**config.mk**
```make
export PLATFORM = sky130hd
export DESIGN_NAME = cdb_arbiter
export DESIGN_NICKNAME = d
export VERILOG_FILES = /design/src/rtl/cdb_arbiter.sv
export SDC_FILE = /design/constraint.sdc
export NUM_CORES = 1
export LEC_CHECK = 0
export BUFFER_PORTS_ARGS = -buffer_cell sky130_fd_sc_hd__buf_2
export CORE_ASPECT_RATIO = 0.9
export CORE_MARGIN = 10
export CORE_UTILIZATION = 35
export CTS_CLUSTER_DIAMETER = 30
export DETAILED_ROUTE_END_ITERATION = 7
export GPL_ROUTABILITY_DRIVEN = 1
export SLEW_MARGIN = 15
export SYNTH_ARGS = -nofsm -noshare
export SYNTH_HDL_FRONTEND = slang
export SYNTH_SLANG_ARGS = --single-unit
```
**constraint.sdc**
```tcl
create_clock -name clock -period 6.6 [get_ports clock]
set_input_delay 0.33 -clock clock [delete_from_list [all_inputs] [get_ports clock]]
set_output_delay 0.33 -clock clock [all_outputs]
set_load 0.02 [all_outputs]
```
**src/rtl/cdb_arbiter.sv**
```systemverilog
// cdb_arbiter
// Complete-stage arbiter that collects finished results from the functional
// units and broadcasts up to SCALAR_WIDTH of them per cycle on the common
// data bus. Each FU owns a one-entry holding buffer behind a ready/valid
// handshake, so a losing FU stalls rather than dropping its result. Lane
// grants rotate round-robin across FUs so no unit starves.
//
// Ports:
//   clock          in   system clock, rising edge
//   reset          in   synchronous, active-low reset
//   squash         in   flush; drops pending and outgoing results
//   fu_done_valid  in   [NUM_FU]                 FU i presents a result
//   fu_done_pdest  in   [NUM_FU*PREG_IDX_WIDTH]  destination tag per FU
//   fu_done_value  in   [NUM_FU*XLEN]            result data per FU
//   fu_done_ready  out  [NUM_FU]                 result accepted at next edge
//   cdb_valid      out  [SCALAR_WIDTH]           lane broadcast valid
//   cdb_tag        out  [SCALAR_WIDTH*PREG_IDX_WIDTH] broadcast tag
//   cdb_value      out  [SCALAR_WIDTH*XLEN]      broadcast data
module cdb_arbiter #(
  parameter int NUM_FU         = 4,
  parameter int SCALAR_WIDTH   = 2,
  parameter int PREG_IDX_WIDTH = 6,
  parameter int XLEN           = 32
) (
  input  logic                               clock,
  input  logic                               reset,
  input  logic                               squash,
  input  logic [NUM_FU-1:0]                  fu_done_valid,
  input  logic [NUM_FU*PREG_IDX_WIDTH-1:0]   fu_done_pdest,
  input  logic [NUM_FU*XLEN-1:0]             fu_done_value,
  output logic [NUM_FU-1:0]                  fu_done_ready,
  output logic [SCALAR_WIDTH-1:0]            cdb_valid,
  output logic [SCALAR_WIDTH*PREG_IDX_WIDTH-1:0] cdb_tag,
  output logic [SCALAR_WIDTH*XLEN-1:0]       cdb_value
);

  localparam int PTR_W = (NUM_FU > 1) ? $clog2(NUM_FU) : 1;

  logic [NUM_FU-1:0]         hold_valid;
  logic [PREG_IDX_WIDTH-1:0] hold_pdest [NUM_FU];
  logic [XLEN-1:0]           hold_value [NUM_FU];
  logic [PTR_W-1:0]          rr_ptr;

  logic [PREG_IDX_WIDTH-1:0] in_pdest [NUM_FU];
  logic [XLEN-1:0]           in_value [NUM_FU];

  logic [NUM_FU-1:0]         grant;
  logic [SCALAR_WIDTH-1:0]   lane_used;
  logic [PTR_W-1:0]          lane_fu [SCALAR_WIDTH];
  logic [PTR_W-1:0]          last_fu;
  logic [PTR_W-1:0]          rr_next;

  always_comb begin
    for (int i = 0; i < NUM_FU; i++) begin
      in_pdest[i] = fu_done_pdest[i*PREG_IDX_WIDTH +: PREG_IDX_WIDTH];
      in_value[i] = fu_done_value[i*XLEN +: XLEN];
    end
  end

  // Scan buffers starting at rr_ptr, wrapping around; the n-th occupied
  // buffer found takes lane n. Only registered state feeds this, so the
  // grant is independent of the FUs' current-cycle inputs.
  always_comb begin
    int               cnt;
    int               pos;
    logic [PTR_W-1:0] idx;
    grant     = '0;
    lane_used = '0;
    last_fu   = '0;
    cnt       = 0;
    for (int l = 0; l < SCALAR_WIDTH; l++) lane_fu[l] = '0;
    for (int k = 0; k < NUM_FU; k++) begin
      pos = int'(rr_ptr) + k;
      if (pos >= NUM_FU) pos = pos - NUM_FU;
      idx = PTR_W'(pos);
      if (hold_valid[idx] && cnt < SCALAR_WIDTH) begin
        grant[idx] = 1'b1;
        for (int l = 0; l < SCALAR_WIDTH; l++) begin
          if (l == cnt) begin
            lane_used[l] = 1'b1;
            lane_fu[l]   = idx;
          end
        end
        last_fu = idx;
        cnt     = cnt + 1;
      end
    end
  end

  // Next pointer resumes just past the last FU that won a lane.
  assign rr_next = (last_fu == PTR_W'(NUM_FU - 1)) ? '0 : last_fu + PTR_W'(1);

  // A draining buffer can take its FU's next result in the same cycle.
  assign fu_done_ready = reset ? (~hold_valid | grant) : '0;

  always_ff @(posedge clock) begin
    if (!reset) begin
      hold_valid <= '0;
      for (int i = 0; i < NUM_FU; i++) begin
        hold_pdest[i] <= '0;
        hold_value[i] <= '0;
      end
      cdb_valid <= '0;
      cdb_tag   <= '0;
      cdb_value <= '0;
      rr_ptr    <= '0;
    end else if (squash) begin
      // Inputs accepted on a squash edge are discarded along with everything pending.
      hold_valid <= '0;
      cdb_valid  <= '0;
      cdb_tag    <= '0;
      cdb_value  <= '0;
      rr_ptr     <= '0;
    end else begin
      for (int l = 0; l < SCALAR_WIDTH; l++) begin
        if (lane_used[l]) begin
          cdb_valid[l]                                   <= 1'b1;
          cdb_tag[l*PREG_IDX_WIDTH +: PREG_IDX_WIDTH]    <= hold_pdest[lane_fu[l]];
          cdb_value[l*XLEN +: XLEN]                      <= hold_value[lane_fu[l]];
        end else begin
          cdb_valid[l]                                   <= 1'b0;
          cdb_tag[l*PREG_IDX_WIDTH +: PREG_IDX_WIDTH]    <= '0;
          cdb_value[l*XLEN +: XLEN]                      <= '0;
        end
      end
      // Tag 0 completes the handshake but is never stored, so it is never broadcast.
      for (int i = 0; i < NUM_FU; i++) begin
        if (fu_done_valid[i] && fu_done_ready[i]) begin
          hold_valid[i] <= (in_pdest[i] != '0);
          hold_pdest[i] <= in_pdest[i];
          hold_value[i] <= in_value[i];
        end else if (grant[i]) begin
          hold_valid[i] <= 1'b0;
        end
      end
      if (|grant) rr_ptr <= rr_next;
    end
  end

endmodule

```
# == Word-level counts from Yosys, hierarchy flattened ==
# Memories as Yosys holds them, arrays and structs flattened. A register that Yosys moved wholly into a read port is not among the register bits.
# Index checks and enable logic that the tools add are counted.
# totals
reg_bits,8
ramBits,152
in_bits,159
out_inout_bits,82
elab_cells,166
mem_count,2
# classes
add_sub_neg,10
magnitude_cmp,15
n_eq_ne,4
muxes,87
bitwise,16
n_reduce_logical,26
# mem_list
memory,words,word_bits,rd,rd_clocked_by_memory_dff,write_ports,line_no,rtl
hold_value,4,32,2,2,4,41,logic [XLEN-1:0] hold_value [NUM_FU];
hold_pdest,4,6,2,2,4,40,logic [PREG_IDX_WIDTH-1:0] hold_pdest [NUM_FU];
# ops
op,n
$mux W32,6
$eq A2 B32 Y1 const A,3
$logic_not A32 Y1,3
$lt A32 B3 Y1 const B,3
$add A32 B2 Y32 const B,2
$mux W1,43
$mux W2,18
$mux W4,8
$mux W6,4
$reduce_bool A6 Y1,4
$or A4 B4 Y4,4
$lt A2 B3 Y1 const B,4
$logic_and A1 B1 Y1,11
$ge A3 B3 Y1 const B,3
$bmux W1 S2,4
$demux W1 S2,4
$ge A2 B1 Y1 const B,4
$or A1 B1 Y1,8
$reduce_bool A2 Y1,4
$sub A2 B1 Y2 const B,4
$add A2 B2 Y3 const B,2
$reduce_or A3 Y1,2
$not A4 Y4,1
$reduce_or A4 Y1,1
other kinds (6),8

# == Depth between registers and ports, before layout ==
# Gate-level depths: netlist (run 1).
# depth
word_depth,22
depth_mapped,19
mapped_depth_nobuf,14

# == Least setup slack after synthesis (run 1) ==
# No wires, ideal clock.
# synth_timing
path_kind,reg2reg
startpoint,reg rr_ptr[0]
endpoint,"mem hold_pdest[0][0], enable pin"
setup_time_ns,0.401
arrival_time_ns,5.058
required_ns,6.199
path_slack_ns,1.141
path_stages_with_launch,19
n_path_buf,4
period_less_slack_ns,5.459
cell_sequence,dfxtp_1 > buf_6 > clkinv_1 > ha_1 > mux4_2 > buf_2 > ha_1 > nand2b_1 > o22ai_4 > buf_2 > fa_1 > nand2b_1 > o2bb2ai_1 > a22oi_1 > nand2_1 > or2_1 > and3_1 > clkbuf_1 > nand2b_1
# synth_lines
item,line_no,rtl
from (decl),42,logic [PTR_W-1:0] rr_ptr;
from (signal assigned),136,if (|grant) rr_ptr <= rr_next;
to (decl),40,

==> flow_summary.toml, run 1 <==
[status]
status = "finished, final reports clean"

[layout]
final_cells = 1615
drive_gt1_share_pct = 37.8
diodes = 0
fillCellCount = 2908
area_delta_synth_final_pct = 32.2
num-nets-final = 1334
final_area_um2 = 14600

[drt]
remaining_drc_errors = 0
drt_iter0_drc = 444
detail-route-antenna-nets = 0
totalWireLength_mm = 35.1
dr.pass1.iters = 5
via_count = 8128
via_per_inst = 5.03
post_drt_wl_per_cell_um = 21.7

[power_and_ir_drop]
power.switching_mw = 1.86
p_comb_share_pct = 25.3
p_sw_share_pct = 31.0
p_seq_share_pct = 29.3
power_density_nw_per_um2 = 412
ir_drop_v = 0.000251
p_int_mw = 4.14
p_clk_share_pct = 45.4
p_total_mw = 6.00
leakage_nw = 5.83

[timing]
period_needed_ns = 5.30
hold_viol = 0
fin_tns_setup_ns = 0
relSlewSlack_pct = 53.7
max_clock_freq_mhz = 189
setup_violations = 0
tightest_slew_ns = 0.680
period_share_pct = 80.3
drv_slew = 0
rsz0062_at_grt = "false"
skew_ns = 0.0211

[critical_path]
arrival_ns = 5.47
start_kind = "flop"
cp_max_fo = 26
endpoint_kind = "flop"
required_ns = 6.78
worst-setup-path-type = "reg -> reg"

[clock_tree]
cts_root_buffer = "clkbuf_16"
path_clk_slew_ns = 0.05
cts.sinks = 236
cts_hold_buffers = 0
h-tree-depth = 2
clockBufferDepth = 3
cts_tree = "yes"
cts-buffers-inserted = 52
cts_setup_buffers = 0
clock_latency_ns = 0.55
cts-resized-gates = 0

[floorplan]
ios = 241
dieArea_um2 = 39000
coreArea_um2 = 31000
rows = 61
die_w_um = 207
start_util_pct = 35.6
dieHeight_um = 188

[yosys]
syn_nets = 1073
synth_top_area_share_pct = 41.4
ys_seq_area_share_pct = 56.7
netlist_area_um2 = 11000
yosys.area.top_type = "edfxtp_1"
synth_ff_type = "edfxtp_1"
synth_commonest_cells = "157 x and2_1, 152 x edfxtp_1, 84 x dfxtp_1"
synth.area.top_cells = "edfxtp_1 41%, dfxtp_1 15%, and2_1 8.9%"
synthCells = 901
yosysMostFrequentCell = "and2_1"
synth_edf_count = 152
yosysWarnings = 0
ys_seq_elements = 236
async_flop_share_pct = 0
avgSynthCellArea_um2 = 12.2
synth_cell_type_count = 61

[global_route]
antenna_found_initial = 1
grt_pass1_vias = 8787
grt_pass1_wl_mm = 52.3
grt_overflow_total = 0
grt_max_degree = 57
grt_usage_pct = 17.2

[placement]
place_congestion = 0.855
portBuffers = 240
dpl_cell_area_um2 = 12700
dp_hpwl_mm = 23.3
placed_cells = 1517

[hold_path]
worst_hold_path_type = "in -> reg"

[flow_run]
drv_cap = 0
## kinds of logic after synthesis
group / share of synthesized area (%)
adders and majority gates: 1.54
and+or+nand+nor: 13.3
xor gates and xnor gates: 0.0795
AOI/OAI and AO/OA: 12.8
DFF: 56.7
buffers and inverters: 3.89
muxes: 11.7
## worst max-delay path: stages, from the launching register on
cell and delay (ns):
dfxtp_1 0.56, inv_1 0.21, ha_1 0.50, mux4_2 0.42, ha_1 0.34, nand2b_1 0.21
o22ai_4 0.10, fa_1 0.40, nand2b_1 0.22, o2bb2ai_1 0.43, a22oi_1 0.12, nand2_1 0.13
or2_1 0.15, and3_2 0.22, nand2b_2 0.38, buf_4 0.49
## layout by cell type, fill, tap and decap left out, types with 5 or more instances in the layout
| master | count |
|---|---|
| buf_2 | 240 |
| and2_1 | 157 |
| edfxtp_1 | 152 |
| dfxtp_1 | 84 |
| a21oi_1 | 83 |
| mux2i_1 | 78 |
| clkbuf_16 | 53 |
| nand2_1 | 51 |
| mux2_2 | 38 |
| o22ai_2 | 29 |
| o21ai_0 | 21 |
| buf_4 | 21 |
| o21ai_1 | 20 |
| ha_1 | 12 |
| clkinv_2 | 11 |
| a22oi_1 | 10 |
| bufinv_16 | 10 |
| inv_1 | 9 |
| nor2_1 | 9 |
| o22ai_1 | 9 |
| clkinvlp_4 | 8 |
| buf_12 | 7 |
| nand2b_2 | 5 |
| o31ai_1 | 5 |
## power by group through the flow
stage	logic [mW]	clock network [mW]	registers, mW
floorplan	0.992	0	1.84
global placement	1.52	0	1.78
detailed placement	1.53	0	1.79
CTS	1.53	2.76	1.76
global route	1.64	2.84	1.77
finish	1.52	2.72	1.76
## final timing paths
kind              slack [ns]              start                end  cells past startpoint
setup reg to reg        1.30          rr_ptr[1]  hold_value[3][11]                     15
setup / recovery        1.30          rr_ptr[1]  hold_value[3][11]                     15
hold / removal          0.05  fu_done_value[59]  hold_value[1][27]                      2
hold reg to reg         0.54  hold_value[3][11]      cdb_value[11]                      2
## registers in the layout, indices dropped and copies added (netlist names)
signal and cells:
hold_value 128, cdb_value 64, hold_pdest 24, cdb_tag 12, hold_valid 4, cdb_valid 2
rr_ptr 2
## layer usage
layer | GRT usage (%) | wire length [um] | vias to the layer above
met3 | 4.60 | 2650 | 54
li1 | - | - | 3819
met1 | 21.6 | 15200 | 3936
met2 | 28.3 | 16500 | 317
met5 | 0 | 18 | -
met4 | 5.47 | 780 | 2
## stage by stage
stage | setup WS (ns) | utilization [%] | hold slack, ns
floorplan | 1.14 | - | 0.482
global placement | 1.54 | 41.0 | 0.510
detailed placement | 1.39 | 41.0 | 0.526
CTS | 1.37 | 47.0 | 0.0222
global route | 0.989 | 47.0 | 0.0355
finish | 1.30 | 47.0 | 0.0487
## final cells by class
type / count / area (um^2) / area share, %
Inverter: 11 / 41.3 / 0.283
Clock inverter: 40 / 497 / 3.41
Sequential cell: 236 / 6250 / 42.9
Tap cell: 409 / 512 / 3.51
Multi-Input combinational cell: 593 / 4410 / 30.3
Clock buffer: 58 / 1370 / 9.37
Timing Repair Buffer: 268 / 1500 / 10.3
Note: power is estimated with default switching activity, not from simulation.
==> inputs of run 2 (changes only) <==
--- a/config.mk
+++ b/config.mk
@@ -5,6 +5,7 @@
 export SDC_FILE = /design/constraint.sdc
 export NUM_CORES = 1
 export LEC_CHECK = 0
+export ABC_AREA = 1
 export BUFFER_PORTS_ARGS = -buffer_cell sky130_fd_sc_hd__buf_2
 export CORE_ASPECT_RATIO = 0.9
 export CORE_MARGIN = 10
==> constraint.sdc (replaced) <==
create_clock -name clock -period 4.62 [get_ports clock]
set_input_delay 0.231 -clock clock [delete_from_list [all_inputs] [get_ports clock]]
set_output_delay 0.231 -clock clock [all_outputs]
set_load 0.02 [all_outputs]
==> flow_summary.toml, run 2 <==
[status]
status = "finished, final reports clean"

[floorplan]
dieArea_um2 = 42500
coreArea_um2 = 34100
ios = 241
die_w_um = 216
rows = 64
dieHeight_um = 197
start_util_pct = 35.6

[hold_path]
holdCritStartpoint = "fu_done_value[16]"
hold_path_depth = 3
min_to = "hold_value[0][16]"
worst_hold_path_type = "in -> reg"

[yosys]
netlist_area_um2 = 12100
synth_cell_type_count = 31
syn_nets = 1692
ys_seq_elements = 236
synth.area.top_cells = "edfxtp_1 38%, dfxtp_1 14%, nand3_1 13%"
async_flop_share_pct = 0
synth_commonest_cells = "335 x inv_1, 324 x nand3_1, 215 x nand2_1"
synth_ff_type = "edfxtp_1"
synthCells = 1520
yosys.area.top_type = "edfxtp_1"
yosysWarnings = 0
avgSynthCellArea_um2 = 7.98
ys_seq_area_share_pct = 51.5
synth_top_area_share_pct = 37.6
yosysMostFrequentCell = "inv_1"
synth_edf_count = 152

[timing]
skew_ns = 0.0325
hold_viol = 0
rsz0062_at_grt = "false"
drv_slew = 0
fin_tns_setup_ns = 0
period_needed_ns = 4.24
tightest_slew_ns = 0.934
max_clock_freq_mhz = 236
period_share_pct = 91.8
setup_violations = 0
relSlewSlack_pct = 37.7

[layout]
fillCellCount = 3247
seq_area_um2 = 6250
final_cell_mix = "335 x inv_1, 320 x nand3_1, 240 x buf_2"
drive_gt1_share_pct = 24.4
area_delta_synth_final_pct = 39.2
max_flop_register = "hold_value"
multi_input_area_um2 = 4160
num-nets-final = 2009
reg_top3 = "hold_value x128, cdb_value x64, hold_pdest x24"
largest_reg_flops = 128
final_common_cell = "inv_1"
diodes = 0

[power_and_ir_drop]
p_clk_share_pct = 44.5
power.switching_mw = 3.76
p_sw_share_pct = 34.8
p_comb_share_pct = 31.4
p_int_mw = 7.05
p_total_mw = 10.8
leakage_nw = 8.44
ir_drop_v = 0.000297
p_seq_share_pct = 24.1
power_density_nw_per_um2 = 640

[clock_tree]
clockBufferDepth = 3
path_clk_slew_ns = 0.04
clock_latency_ns = 0.56
cts_tree = "yes"
cts_setup_buffers = 0
cts_root_buffer = "clkbuf_16"
h-tree-depth = 3
cts-buffers-inserted = 66
cts.sinks = 236

[critical_path]
start_kind = "flop"
required_ns = 4.39
rrSetupSlack_ns = 0.44
cp_max_fo = 12
reg2regPathDepth = 21
worst-setup-path-type = "reg -> out"
regToRegEndpoint = "hold_value[1][6]"
endpoint_kind = "primary output"
arrival_ns = 4.01
rr_startpoint = "rr_ptr[0]"

[drt]
totalWireLength_mm = 42.3
remaining_drc_errors = 0
via_count = 11364
dr.pass1.iters = 5
detail-route-antenna-nets = 0
via_per_inst = 4.83
post_drt_wl_per_cell_um = 18.0
drt_iter0_drc = 1025

[global_route]
grt_pass1_vias = 11642
antenna_found_initial = 2
grt_overflow_total = 0
grt_max_degree = 77
grt_pass1_wl_mm = 65.7
grt_usage_pct = 19.5

[placement]
place_congestion = 0.832
dp_hpwl_mm = 28.7
portBuffers = 240

[flow_run]
drv_cap = 0
==> run 2: cell count changes after synthesis, sizes merged, moves of 9 or more <==
cell,change
a22oi,-10
and2,-157
buf,+22
inv,+331
mux2,-39
mux2i,-81
nand2,+175
nand2b,-9
nand3,+324
nor2,+163
o21ai,-34
o22ai,-32
==> run 2: how the worst max path moves through the flow <==
stage / from / end / cells after the start
floorplan: rr_ptr[0] / hold_pdest[1][0] / 24
global placement: rr_ptr[1] / hold_value[1][6] / 21
detailed placement: rr_ptr[1] / cdb_value[42] / 21
CTS: rr_ptr[1] / fu_done_ready[2] / 19
global route: rr_ptr[0] / fu_done_ready[2] / 19
finish: rr_ptr[0] / fu_done_ready[3] / 19
==> run 2: logic make-up after synthesis <==
kind of cell / count (synthesis) / share of synthesized area [%]
AND/OR/NAND/NOR: 738 / 27.7
buffers and inverters: 433 / 15.0
flip-flops: 236 / 51.5
AO/OA/AOI/OAI: 100 / 4.44
adder cells (fa/ha/maj): 13 / 1.40
==> run 2: cell type report <==
type	count	area share [%]
inverter	343	7.65
multi-input combinational	851	24.6
sequential	236	37.0
clock inverter	38	3.16
tap	462	3.42
timing repair buffer	339	13.2
clock buffer	83	10.9
==> run 2: power by group through the flow <==
stage / logic [mW] / registers (mW) / clock network, mW
floorplan: 2.12 / 2.77 / 0
global placement: 3.30 / 2.64 / 0
CTS: 3.38 / 2.60 / 4.86
detailed placement: 3.33 / 2.64 / 0
finish: 3.40 / 2.60 / 4.81
global route: 3.75 / 2.62 / 5.00
==> run 2: worst max-delay path, cell delays in order, from the launching register on <==
cell     delay, ns
dfxtp_1       0.39
inv_6         0.10
ha_1          0.43
inv_1         0.12
nand3_1       0.11
nand2_2       0.15
inv_2         0.17
ha_1          0.22
inv_1         0.15
nand3_1       0.13
inv_1         0.06
fa_1          0.35
inv_1         0.08
nand2_1       0.08
nor2_4        0.16
inv_2         0.11
o22ai_1       0.12
nor2_1        0.11
a21oi_2       0.21
buf_2         0.23
==> run 2: stage by stage <==
stage	cells	utilization, %	setup WS, ns	instance area (um^2)	hold WS [ns]
final	2352	49.5	0.381	16900	0.00471
after floorplan	1520	-	0.0590	12100	0.439
after CTS	2352	49.5	0.334	16900	0.000103
after global placement	2169	40.7	0.411	13900	0.531
after global routing	2352	49.5	0.0946	16900	0.00715
after detailed placement	2169	40.7	0.346	13900	0.533
==> run 2: timing repair <==
| action | in CTS | in global routing |
|---|---|---|
| hold endpoints to repair | 62 | 0 |
| resized for setup | 0 | 2 |
| endpoints found under the setup margin | 0 | 7 |
| hold buffers | 62 | 0 |
==> run 2: layer usage <==
metal	track usage [%]	part of all wire, %
met2	31.5	47
met1	24.8	43
met5	0	0.080
met4	6.08	1.8
met3	5.30	8.3
